**config.mk**
```make
export PLATFORM = sky130hd
export DESIGN_NAME = reorder_buffer_flat
export DESIGN_NICKNAME = d
export VERILOG_FILES = /design/src/rtl/reorder_buffer_pkg.sv /design/src/rtl/reorder_buffer_if.sv /design/src/rtl/reorder_buffer.sv /design/src/flat_wrapper.sv
export SDC_FILE = /design/constraint.sdc
export NUM_CORES = 2
export LEC_CHECK = 0
export BUFFER_PORTS_ARGS = -buffer_cell sky130_fd_sc_hd__buf_2
export CAP_MARGIN = 20
export CORE_ASPECT_RATIO = 0.9
export CORE_MARGIN = 5
export CORE_UTILIZATION = 40
export CTS_CLUSTER_DIAMETER = 30
export DETAILED_ROUTE_END_ITERATION = 7
export HOLD_SLACK_MARGIN = 0.05
export SLEW_MARGIN = 0
export SYNTH_ARGS = -nofsm -noshare
export SYNTH_HDL_FRONTEND = slang
export SYNTH_SLANG_ARGS = --single-unit
```
**constraint.sdc**
```tcl
create_clock -name clk -period 9.4 [get_ports clk]
set_input_delay 2.82 -clock clk [delete_from_list [all_inputs] [get_ports clk]]
set_output_delay 2.82 -clock clk [all_outputs]
set_load 0.05 [all_outputs]
```
**src/rtl/reorder_buffer_pkg.sv**
```systemverilog
// Shared constants and types for the reorder buffer: sizing, entry id format,
// instruction type encodings and the per-entry payload record.
package reorder_buffer_pkg;

  localparam int ROB_SIZE  = 16;
  localparam int ROB_POS_W = $clog2(ROB_SIZE);
  localparam int ROB_ID_W  = ROB_POS_W + 1;

  localparam logic [ROB_POS_W:0] ROB_FULL_CNT = ROB_ID_W'(ROB_SIZE);

  typedef logic [ROB_POS_W-1:0] rob_pos_t;

  // Rename tag seen by the register file: {rename_flag, pos}
  typedef struct packed {
    logic     rename_flag;
    rob_pos_t pos;
  } rob_id_t;

  typedef enum logic [1:0] {
    TYPE_REG    = 2'd0,
    TYPE_STORE  = 2'd1,
    TYPE_BRANCH = 2'd2,
    TYPE_EXIT   = 2'd3
  } rob_type_e;

  typedef struct packed {
    rob_type_e   kind;
    logic [4:0]  rd;
    logic [31:0] pc;
    logic        pred_jump;
    logic        real_jump;
    logic [31:0] val;
    logic [31:0] target_pc;
  } rob_entry_t;

  function automatic rob_pos_t next_pos(input rob_pos_t pos);
    return pos + rob_pos_t'(1);
  endfunction

endpackage

```
**src/rtl/reorder_buffer_if.sv**
```systemverilog
// Issue / query / broadcast / commit signal bundle of the reorder buffer.
// The master side is the surrounding core; the slave side is the buffer.
interface reorder_buffer_if;
  import reorder_buffer_pkg::*;

  logic        rob_full;
  logic        issue;
  logic [1:0]  issue_type;
  logic [4:0]  issue_rd;
  logic [31:0] issue_pc;
  logic        issue_pred_jump;
  rob_pos_t    issue_rob_pos;

  rob_pos_t    qry1_pos;
  logic        qry1_ready;
  logic [31:0] qry1_val;
  rob_pos_t    qry2_pos;
  logic        qry2_ready;
  logic [31:0] qry2_val;

  logic        alu_valid;
  rob_pos_t    alu_rob_pos;
  logic [31:0] alu_val;
  logic        alu_real_jump;
  logic [31:0] alu_target_pc;
  logic        lsb_valid;
  rob_pos_t    lsb_rob_pos;
  logic [31:0] lsb_val;

  logic        commit_reg;
  logic [4:0]  commit_rd;
  logic [31:0] commit_val;
  rob_pos_t    commit_rob_pos;
  logic        commit_store;
  logic        rollback;
  logic [31:0] rollback_pc;
  logic        halt;

  modport master (
    output issue, issue_type, issue_rd, issue_pc, issue_pred_jump,
    output qry1_pos, qry2_pos,
    output alu_valid, alu_rob_pos, alu_val, alu_real_jump, alu_target_pc,
    output lsb_valid, lsb_rob_pos, lsb_val,
    input  rob_full, issue_rob_pos,
    input  qry1_ready, qry1_val, qry2_ready, qry2_val,
    input  commit_reg, commit_rd, commit_val, commit_rob_pos,
    input  commit_store, rollback, rollback_pc, halt
  );

  modport slave (
    input  issue, issue_type, issue_rd, issue_pc, issue_pred_jump,
    input  qry1_pos, qry2_pos,
    input  alu_valid, alu_rob_pos, alu_val, alu_real_jump, alu_target_pc,
    input  lsb_valid, lsb_rob_pos, lsb_val,
    output rob_full, issue_rob_pos,
    output qry1_ready, qry1_val, qry2_ready, qry2_val,
    output commit_reg, commit_rd, commit_val, commit_rob_pos,
    output commit_store, rollback, rollback_pc, halt
  );

endinterface

```
**src/rtl/reorder_buffer.sv**
```systemverilog
// Circular in-order retirement buffer: allocates at tail, captures ALU/LSB
// results, retires one entry per cycle from head and triggers rollback.
module reorder_buffer
  import reorder_buffer_pkg::*;
(
  input  logic clk,
  input  logic rst,
  input  logic rdy,
  reorder_buffer_if.slave bus
);

  rob_pos_t            head;
  rob_pos_t            tail;
  logic [ROB_POS_W:0]  count;
  logic [ROB_SIZE-1:0] busy;
  logic [ROB_SIZE-1:0] ready;
  rob_entry_t          entry [ROB_SIZE];

  rob_entry_t head_e;
  logic       can_retire;
  logic       mispredict;
  logic       flush;
  logic       do_issue;
  logic       alu_wr;
  logic       lsb_wr;

  assign head_e            = entry[head];
  assign bus.rob_full      = (count == ROB_FULL_CNT);
  assign bus.issue_rob_pos = tail;

  // A mispredict retire and the following rollback-pulse cycle both flush,
  // so wrong-path issue/writeback arriving in either cycle is discarded.
  assign can_retire = !bus.halt && busy[head] && ready[head];
  assign mispredict = can_retire && (head_e.kind == TYPE_BRANCH) &&
                      (head_e.real_jump != head_e.pred_jump);
  assign flush      = mispredict || bus.rollback;
  assign do_issue   = bus.issue && !bus.rob_full && !flush;
  assign alu_wr     = bus.alu_valid && busy[bus.alu_rob_pos] && !flush;
  assign lsb_wr     = bus.lsb_valid && busy[bus.lsb_rob_pos] && !flush;

  always_comb begin
    bus.qry1_ready = ready[bus.qry1_pos];
    bus.qry1_val   = entry[bus.qry1_pos].val;
    if (bus.alu_valid && (bus.alu_rob_pos == bus.qry1_pos)) begin
      bus.qry1_ready = 1'b1;
      bus.qry1_val   = bus.alu_val;
    end else if (bus.lsb_valid && (bus.lsb_rob_pos == bus.qry1_pos)) begin
      bus.qry1_ready = 1'b1;
      bus.qry1_val   = bus.lsb_val;
    end
  end

  always_comb begin
    bus.qry2_ready = ready[bus.qry2_pos];
    bus.qry2_val   = entry[bus.qry2_pos].val;
    if (bus.alu_valid && (bus.alu_rob_pos == bus.qry2_pos)) begin
      bus.qry2_ready = 1'b1;
      bus.qry2_val   = bus.alu_val;
    end else if (bus.lsb_valid && (bus.lsb_rob_pos == bus.qry2_pos)) begin
      bus.qry2_ready = 1'b1;
      bus.qry2_val   = bus.lsb_val;
    end
  end

  // Control state and registered commit outputs
  always_ff @(posedge clk) begin
    if (rst) begin
      head               <= '0;
      tail               <= '0;
      count              <= '0;
      busy               <= '0;
      ready              <= '0;
      bus.commit_reg     <= 1'b0;
      bus.commit_store   <= 1'b0;
      bus.rollback       <= 1'b0;
      bus.halt           <= 1'b0;
      bus.commit_rd      <= '0;
      bus.commit_val     <= '0;
      bus.commit_rob_pos <= '0;
      bus.rollback_pc    <= '0;
    end else begin
      bus.commit_reg   <= 1'b0;
      bus.commit_store <= 1'b0;
      bus.rollback     <= 1'b0;
      if (rdy) begin
        if (flush) begin
          head  <= '0;
          tail  <= '0;
          count <= '0;
          busy  <= '0;
          ready <= '0;
          if (mispredict) begin
            bus.rollback    <= 1'b1;
            bus.rollback_pc <= head_e.real_jump ? head_e.target_pc
                                                : head_e.pc + 32'd4;
          end
        end else begin
          if (lsb_wr) ready[bus.lsb_rob_pos] <= 1'b1;
          if (alu_wr) ready[bus.alu_rob_pos] <= 1'b1;
          if (do_issue) begin
            busy[tail]  <= 1'b1;
            ready[tail] <= 1'b0;
            tail        <= next_pos(tail);
          end
          if (can_retire) begin
            busy[head]  <= 1'b0;
            ready[head] <= 1'b0;
            head        <= next_pos(head);
            case (head_e.kind)
              TYPE_REG: begin
                bus.commit_reg     <= 1'b1;
                bus.commit_rd      <= head_e.rd;
                bus.commit_val     <= head_e.val;
                bus.commit_rob_pos <= head;
              end
              TYPE_STORE: bus.commit_store <= 1'b1;
              TYPE_EXIT:  bus.halt         <= 1'b1;
              default: ;
            endcase
          end
          count <= count + ROB_ID_W'(do_issue) - ROB_ID_W'(can_retire);
        end
      end
    end
  end

  // Entry payload; validity is carried by busy/ready, so no reset here
  always_ff @(posedge clk) begin
    if (rdy) begin
      if (do_issue) begin
        entry[tail] <= '{kind:      rob_type_e'(bus.issue_type),
                         rd:        bus.issue_rd,
                         pc:        bus.issue_pc,
                         pred_jump: bus.issue_pred_jump,
                         real_jump: 1'b0,
                         val:       '0,
                         target_pc: '0};
      end
      if (lsb_wr) entry[bus.lsb_rob_pos].val <= bus.lsb_val;
      if (alu_wr) begin
        entry[bus.alu_rob_pos].val       <= bus.alu_val;
        entry[bus.alu_rob_pos].real_jump <= bus.alu_real_jump;
        entry[bus.alu_rob_pos].target_pc <= bus.alu_target_pc;
      end
    end
  end

endmodule

```
**src/flat_wrapper.sv**
```systemverilog
// flat-port wrapper written by rule: the top's interface ports become plain ports
module reorder_buffer_flat import reorder_buffer_pkg::*;
  (clk, rst, rdy, bus_issue, bus_issue_type, bus_issue_rd, bus_issue_pc, bus_issue_pred_jump, bus_qry1_pos, bus_qry2_pos, bus_alu_valid, bus_alu_rob_pos, bus_alu_val, bus_alu_real_jump, bus_alu_target_pc, bus_lsb_valid, bus_lsb_rob_pos, bus_lsb_val, bus_rob_full, bus_issue_rob_pos, bus_qry1_ready, bus_qry1_val, bus_qry2_ready, bus_qry2_val, bus_commit_reg, bus_commit_rd, bus_commit_val, bus_commit_rob_pos, bus_commit_store, bus_rollback, bus_rollback_pc, bus_halt);
  reorder_buffer_if bus_i ();
  input  logic clk;
  input  logic rst;
  input  logic rdy;
  input wire logic [$bits(bus_i.issue)-1:0] bus_issue;
  input wire logic [$bits(bus_i.issue_type)-1:0] bus_issue_type;
  input wire logic [$bits(bus_i.issue_rd)-1:0] bus_issue_rd;
  input wire logic [$bits(bus_i.issue_pc)-1:0] bus_issue_pc;
  input wire logic [$bits(bus_i.issue_pred_jump)-1:0] bus_issue_pred_jump;
  input wire logic [$bits(bus_i.qry1_pos)-1:0] bus_qry1_pos;
  input wire logic [$bits(bus_i.qry2_pos)-1:0] bus_qry2_pos;
  input wire logic [$bits(bus_i.alu_valid)-1:0] bus_alu_valid;
  input wire logic [$bits(bus_i.alu_rob_pos)-1:0] bus_alu_rob_pos;
  input wire logic [$bits(bus_i.alu_val)-1:0] bus_alu_val;
  input wire logic [$bits(bus_i.alu_real_jump)-1:0] bus_alu_real_jump;
  input wire logic [$bits(bus_i.alu_target_pc)-1:0] bus_alu_target_pc;
  input wire logic [$bits(bus_i.lsb_valid)-1:0] bus_lsb_valid;
  input wire logic [$bits(bus_i.lsb_rob_pos)-1:0] bus_lsb_rob_pos;
  input wire logic [$bits(bus_i.lsb_val)-1:0] bus_lsb_val;
  output wire logic [$bits(bus_i.rob_full)-1:0] bus_rob_full;
  output wire logic [$bits(bus_i.issue_rob_pos)-1:0] bus_issue_rob_pos;
  output wire logic [$bits(bus_i.qry1_ready)-1:0] bus_qry1_ready;
  output wire logic [$bits(bus_i.qry1_val)-1:0] bus_qry1_val;
  output wire logic [$bits(bus_i.qry2_ready)-1:0] bus_qry2_ready;
  output wire logic [$bits(bus_i.qry2_val)-1:0] bus_qry2_val;
  output wire logic [$bits(bus_i.commit_reg)-1:0] bus_commit_reg;
  output wire logic [$bits(bus_i.commit_rd)-1:0] bus_commit_rd;
  output wire logic [$bits(bus_i.commit_val)-1:0] bus_commit_val;
  output wire logic [$bits(bus_i.commit_rob_pos)-1:0] bus_commit_rob_pos;
  output wire logic [$bits(bus_i.commit_store)-1:0] bus_commit_store;
  output wire logic [$bits(bus_i.rollback)-1:0] bus_rollback;
  output wire logic [$bits(bus_i.rollback_pc)-1:0] bus_rollback_pc;
  output wire logic [$bits(bus_i.halt)-1:0] bus_halt;
  assign bus_i.issue = bus_issue;
  assign bus_i.issue_type = bus_issue_type;
  assign bus_i.issue_rd = bus_issue_rd;
  assign bus_i.issue_pc = bus_issue_pc;
  assign bus_i.issue_pred_jump = bus_issue_pred_jump;
  assign bus_i.qry1_pos = bus_qry1_pos;
  assign bus_i.qry2_pos = bus_qry2_pos;
  assign bus_i.alu_valid = bus_alu_valid;
  assign bus_i.alu_rob_pos = bus_alu_rob_pos;
  assign bus_i.alu_val = bus_alu_val;
  assign bus_i.alu_real_jump = bus_alu_real_jump;
  assign bus_i.alu_target_pc = bus_alu_target_pc;
  assign bus_i.lsb_valid = bus_lsb_valid;
  assign bus_i.lsb_rob_pos = bus_lsb_rob_pos;
  assign bus_i.lsb_val = bus_lsb_val;
  assign bus_rob_full = bus_i.rob_full;
  assign bus_issue_rob_pos = bus_i.issue_rob_pos;
  assign bus_qry1_ready = bus_i.qry1_ready;
  assign bus_qry1_val = bus_i.qry1_val;
  assign bus_qry2_ready = bus_i.qry2_ready;
  assign bus_qry2_val = bus_i.qry2_val;
  assign bus_commit_reg = bus_i.commit_reg;
  assign bus_commit_rd = bus_i.commit_rd;
  assign bus_commit_val = bus_i.commit_val;
  assign bus_commit_rob_pos = bus_i.commit_rob_pos;
  assign bus_commit_store = bus_i.commit_store;
  assign bus_rollback = bus_i.rollback;
  assign bus_rollback_pc = bus_i.rollback_pc;
  assign bus_halt = bus_i.halt;
  reorder_buffer u_core (.clk(clk), .rst(rst), .rdy(rdy), .bus(bus_i));
endmodule
```
* Word level (Yosys, flattened, before mapping) *
Memories as Yosys holds them, arrays and structs flattened. A register that Yosys moved wholly into a read port is not among the register bits.
Cells that the tools add are included.

storage, ports and cells
  bits in registers = 122
  latch bits = 0
  RAM bits = 1,680
  bits in read-only memories = 0
  input port bits = 159
  output and inout port bits = 148
  word-level logic and storage cells = 149
  memories kept = 1

cells by class
  add/subtract/negate cells = 5
  multiply operators = 0
  div/mod/pow operators = 0
  $lt $le $gt $ge = 10
  equal/unequal tests = 9
  shift-type cells = 0
  muxes and demuxes = 68
  bitwise operators = 11
  reductions and logical operators = 32

memories
  name          depth  bits a word  read ports  clocked after memory_dff  write ports  line                  RTL
  u_core.entry  16     105          3           1                         3            reorder_buffer.sv:17  rob_entry_t entry [ROB_SIZE];

operator list
  cell                                                        number
  2-to-1 mux 16 bit                                           20
  2-to-1 mux 32 bit                                           5
  bitwise AND 16 bit                                          3
  OR 16 bit                                                   3
  adder 32 x 3 -> 32 bit, second input constant               1
  inverter 16 bit                                             2
  less-than comparator 4 x 5 -> 1 bit, second input constant  6
  2-to-1 mux 1 bit                                            26
  binary-select mux 1 bit (select 4 bit)                      6
  2-to-1 mux 4 bit                                            6
  logical AND 1 bit                                           18
  demux 1 bit (select 4 bit)                                  4
  == test 4 bit                                               4
  >= comparator 4 x 1 -> 1 bit, second input constant         4
  adder 4 x 1 -> 4 bit, second input constant                 2
  AND reduction 4 bit                                         2
  adder 5 x 1 -> 5 bit                                        1
  == test 5 bit, second input constant                        1
  2-to-1 mux 5 bit                                            1
  subtractor 5 x 1 -> 5 bit                                   1
  == test 2 bit, second input constant                        2
  AND reduction 2 bit                                         2
  nonzero test 2 bit                                          2
  OR reduction 4 bit                                          1
  other kinds (8)                                             12

* Logic depth before layout (Yosys ltp) *
  depth after elaboration = 26
  gate-level depth with buffers = 21
  depth with buffers taken out = 14

* Worst setup path before layout *
No wires, ideal clock.

  path kind = input port to output port
  from = input bus_qry1_pos[0]
  to = output bus_qry1_val[0]
  arrival time = 6.483 ns
  required time = 6.580 ns
  setup slack = 0.097 ns
  stages = 8
  buffers on the path = 4
  cells stage by stage = clkbuf_1 > clkbuf_1 > buf_1 > xor2_1 > nor4_1 > clkbuf_1 > mux2i_1 > o21ai_0

on the way
  cells in the longest elaborated chain, start to end = 4
  elaborated cells on any way between the ends = 7
  classes of those cells = eq/ne: 2; mux: 2; reduce/logical: 2; memory: 1

RTL lines
  item                                                                           line                  RTL
  from (decl)                                                                    flat_wrapper.sv:13    input wire logic [$bits(bus_i.qry1_pos)-1:0] bus_qry1_pos;
  parallel branches: the longest is 3 deep, another holds memory (16 x 105 bit)  --
  2-to-1 mux 32 bit *                                                            reorder_buffer.sv:44  if (bus.alu_valid && (bus.alu_rob_pos == bus.qry1_pos)) begin
  to (decl)                                                                      flat_wrapper.sv:26    output wire logic [$bits(bus_i.qry1_val)-1:0] bus_qry1_val;

Mark *: on every way between the ends.

* Worst setup path after layout *
  from = input bus_qry1_pos[0]
  to = output bus_qry1_val[2]

The elaborated chain is that of the path after synthesis.

==> out/summary.txt <==
YS warnings: 0
CTS max path bufs: 4
initial antenna violation count: 58
antenna viol nets, final: 0
final wirelength: 307 mm
Reg power frac: 36.9%
Die ar.: 233,000 um2
Layout area overhead: 20.2%
CP Max Fanout: 40
cells after synthesis: 5,468
Final #Nets: 5,877
Tmin final: 8.35 ns
RePlAce Congestion: 0.873
# setup viols final: 0
f_max: 120 MHz
Final period util: 88.8%
Mapped Area: 89,500 um2
TritonCTS Buffers: 399
total iterations of the first detailed-routing run: 7
Core ar.: 222,000 um2
CTS Sinks: 1,806
Leak: 35.0 nW
Stages on worst setup path: 7
vias in the first global route: 57,700
Fillers: 18,400
critical path startpoint: bus_qry1_pos[0]
cell depth of the worst hold path: 2
arrival time at the worst endpoint: 5.53 ns
total gr overflow: 0
Worst Hold End: u_core.count[0]
Mapped Nets: 5,643
reg2reg end: u_core.entry[15][51]
internal power: 18.7 mW
crit path capture type: output port
CTS tree: yes
fin. max-slew vios: 0
post-synthesis sequential area ratio: 59.2%
number of H-tree levels: 5
top post-synthesis cells by area: edfxtp_1 56%, mux4_2 20%, a22o_1 5.1%, dfxtp_1 2.8%, and2_1 2.5%
Commonest cells post-synth: 1,680 x edfxtp_1, 803 x mux4_2, 521 x a22o_1, 363 x clkbuf_1, 351 x and2_1
clock latency at the later pin of the worst-skew pair: 0.96 ns
Setup CP Type: input port to output port
ys async rst share: 0%
TNS Setup: 0 ns
Rows: 164
multi-input logic area: 34,100 um2
IO Count: 307
slowest CP cell: o21ai_0
vias per cell: 6.41
first-pass GRT wire length: 433 mm
share of cells above drive strength 1: 33.9%
clock network fraction of total power: 59.2%
Initial Util: 40.3%
leading area contributor after synthesis: edfxtp_1
top flop regs: u_core.entry (1680), u_core.bus.commit_val (32), u_core.bus.rollback_pc (32)
Global Route Usage Sum: 25.8%
Largest register FFs: 1,680
WP data required: 6.58 ns
Post-DP HPWL: 170 mm
Vert. Die Dim: 459 um
R2R Setup Slk: 2.72 ns
EDFF count, synth: 1,680
root cell of the clock tree: clkbuf_16
CP cell instances: buf_8 > xor2_1 > nor4_2 > buf_12 > mux2i_1 > o21ai_0 > buf_2
sw power: 5.16 mW
post-cts hold buffer count: 0
number of port buffers: 306
RSZ-0062 raised after global routing: no
Worst setup SP type: input port
average cell area after synthesis: 16.4 um2
slew at the pin closest to its max-slew limit: 1.27 ns
drt drc: 0
clock-pin slew on the worst setup and hold paths: 0.05 ns
WL/cell: 34.0 um
pin count of the biggest net entering global routing: 145
DRT iter0 DRCs: 7,436
Yosys top cell area share: 56.4%
ys flop type: edfxtp_1
die width: 509 um
switching share of total power: 21.6%
Comb power frac: 4.0%
power density over cell area: 222 nW/um2
DR vias: 57,900
Hold Fails Final Rpt: 0
PostCTS Resize Cnt: 0
critical path's largest stage delay: 0.72 ns
register area: 53,000 um2
Worst path top cell family by delay: buffers and inverters
Post-CTS Setup Bufs: 0
Hold Path Class: flop to flop
Yosys cell types: 85
Synth Register Bits: 1,806
outcome: finished, final reports clean
hold_sp: u_core.count[0]
Most flops, register: u_core.entry
CP Buf/Inv Count: 3
Tot Pwr: 23.9 mW
Worst VDD drop: 0.186 mV
count leader, synth: edfxtp_1
Final Skew: 0.0966 ns
maximum capacitance violations: 0
Layout Cells excl Fill: 9,032
Worst slew margin: 15.0%
# placed instances: 8,287
Worst R2R Path Depth: 14
==> kinds of logic after synthesis <==
family / synth area share, %
AOI/OAI and AO/OA: 7.54
xor gates and xnor gates: 0.421
adders and majority gates: 0.232
buffers and inverters: 3.35
DFF: 59.2
muxes: 22.4
and+or+nand+nor: 6.84
==> worst register-to-register path, delay by kind of cell (launching register included) <==
| kind | cells | cell delay [ns] |
|---|---|---|
| AND/OR/NAND/NOR | 4 | 1.44 |
| buffers and inverters | 5 | 2.67 |
| AO/OA/AOI/OAI | 5 | 1.36 |
| flip-flops | 1 | 0.74 |
==> area by class of cell <==
cell class / instances / share of cell area (%)
timing repair buffer: 475 / 2.83
clock inverter: 266 / 3.04
tap: 2988 / 3.48
antenna: 28 / 0.0651
multi-input combinational: 2998 / 31.7
sequential: 1806 / 49.3
inverter: 22 / 0.0814
clock buffer: 449 / 9.60
==> cell usage in the layout (no fill, tap or decap), drive strengths merged, types with 16 or more instances in the layout <==
| master | Yosys | layout |
|---|---|---|
| edfxtp | 1680 | 1680 |
| mux4 | 813 | 813 |
| a22o | 521 | 521 |
| buf | 274 | 474 |
| clkbuf | 368 | 450 |
| and2 | 351 | 351 |
| and3 | 227 | 227 |
| nand2 | 177 | 177 |
| mux2i | 166 | 166 |
| nor2 | 157 | 157 |
| clkinv | 2 | 135 |
| o21ai | 131 | 131 |
| dfxtp | 126 | 126 |
| bufinv | 0 | 66 |
| a21oi | 53 | 53 |
| nor3 | 51 | 51 |
| clkinvlp | 0 | 45 |
| inv | 20 | 42 |
| nand3 | 34 | 34 |
| a22oi | 31 | 31 |
| diode | 0 | 28 |
| xor2 | 25 | 25 |
| nor2b | 21 | 21 |
| xnor2 | 18 | 18 |
| o21bai | 16 | 16 |
==> worst max path at each step <==
stage	endpoint	slack, ns
after floorplan	bus_qry1_val[0]	0.1
after global placement	bus_qry1_val[10]	1.09
after detailed placement	bus_qry1_val[10]	1.05
after CTS	bus_qry1_val[10]	1.06
after global routing	bus_qry1_val[10]	0.91
final	bus_qry1_val[2]	1.05
==> per-stage QoR <==
step	hold WS (ns)	worst slack (ns)	area, um2	utilization (%)
after floorplan	0.441	0.0972	89500	-
after global placement	0.451	1.09	93800	42.2
after detailed placement	0.464	1.05	93900	42.2
after CTS	0.471	1.06	107000	48.4
after global routing	0.486	0.913	108000	48.4
final	0.472	1.05	108000	48.4
==> metal layers <==
metal,part of all wire [%],track usage [%],up-vias
li1,-,-,23000
met1,39,34.6,30300
met2,46,39.5,3850
met3,11,7.46,722
met4,4.2,10.5,20
met5,0.054,0.266,-
==> power by group through the flow <==
stage,logic (mW),registers (mW),clock network (mW)
floorplan,0.591,8.95,0
global placement,0.925,8.95,0
detailed placement,0.938,8.95,0
CTS,0.941,8.81,14.2
global route,0.993,8.80,14.7
finish,0.947,8.81,14.1
No activity file was read; power rests on OpenSTA's default activity.
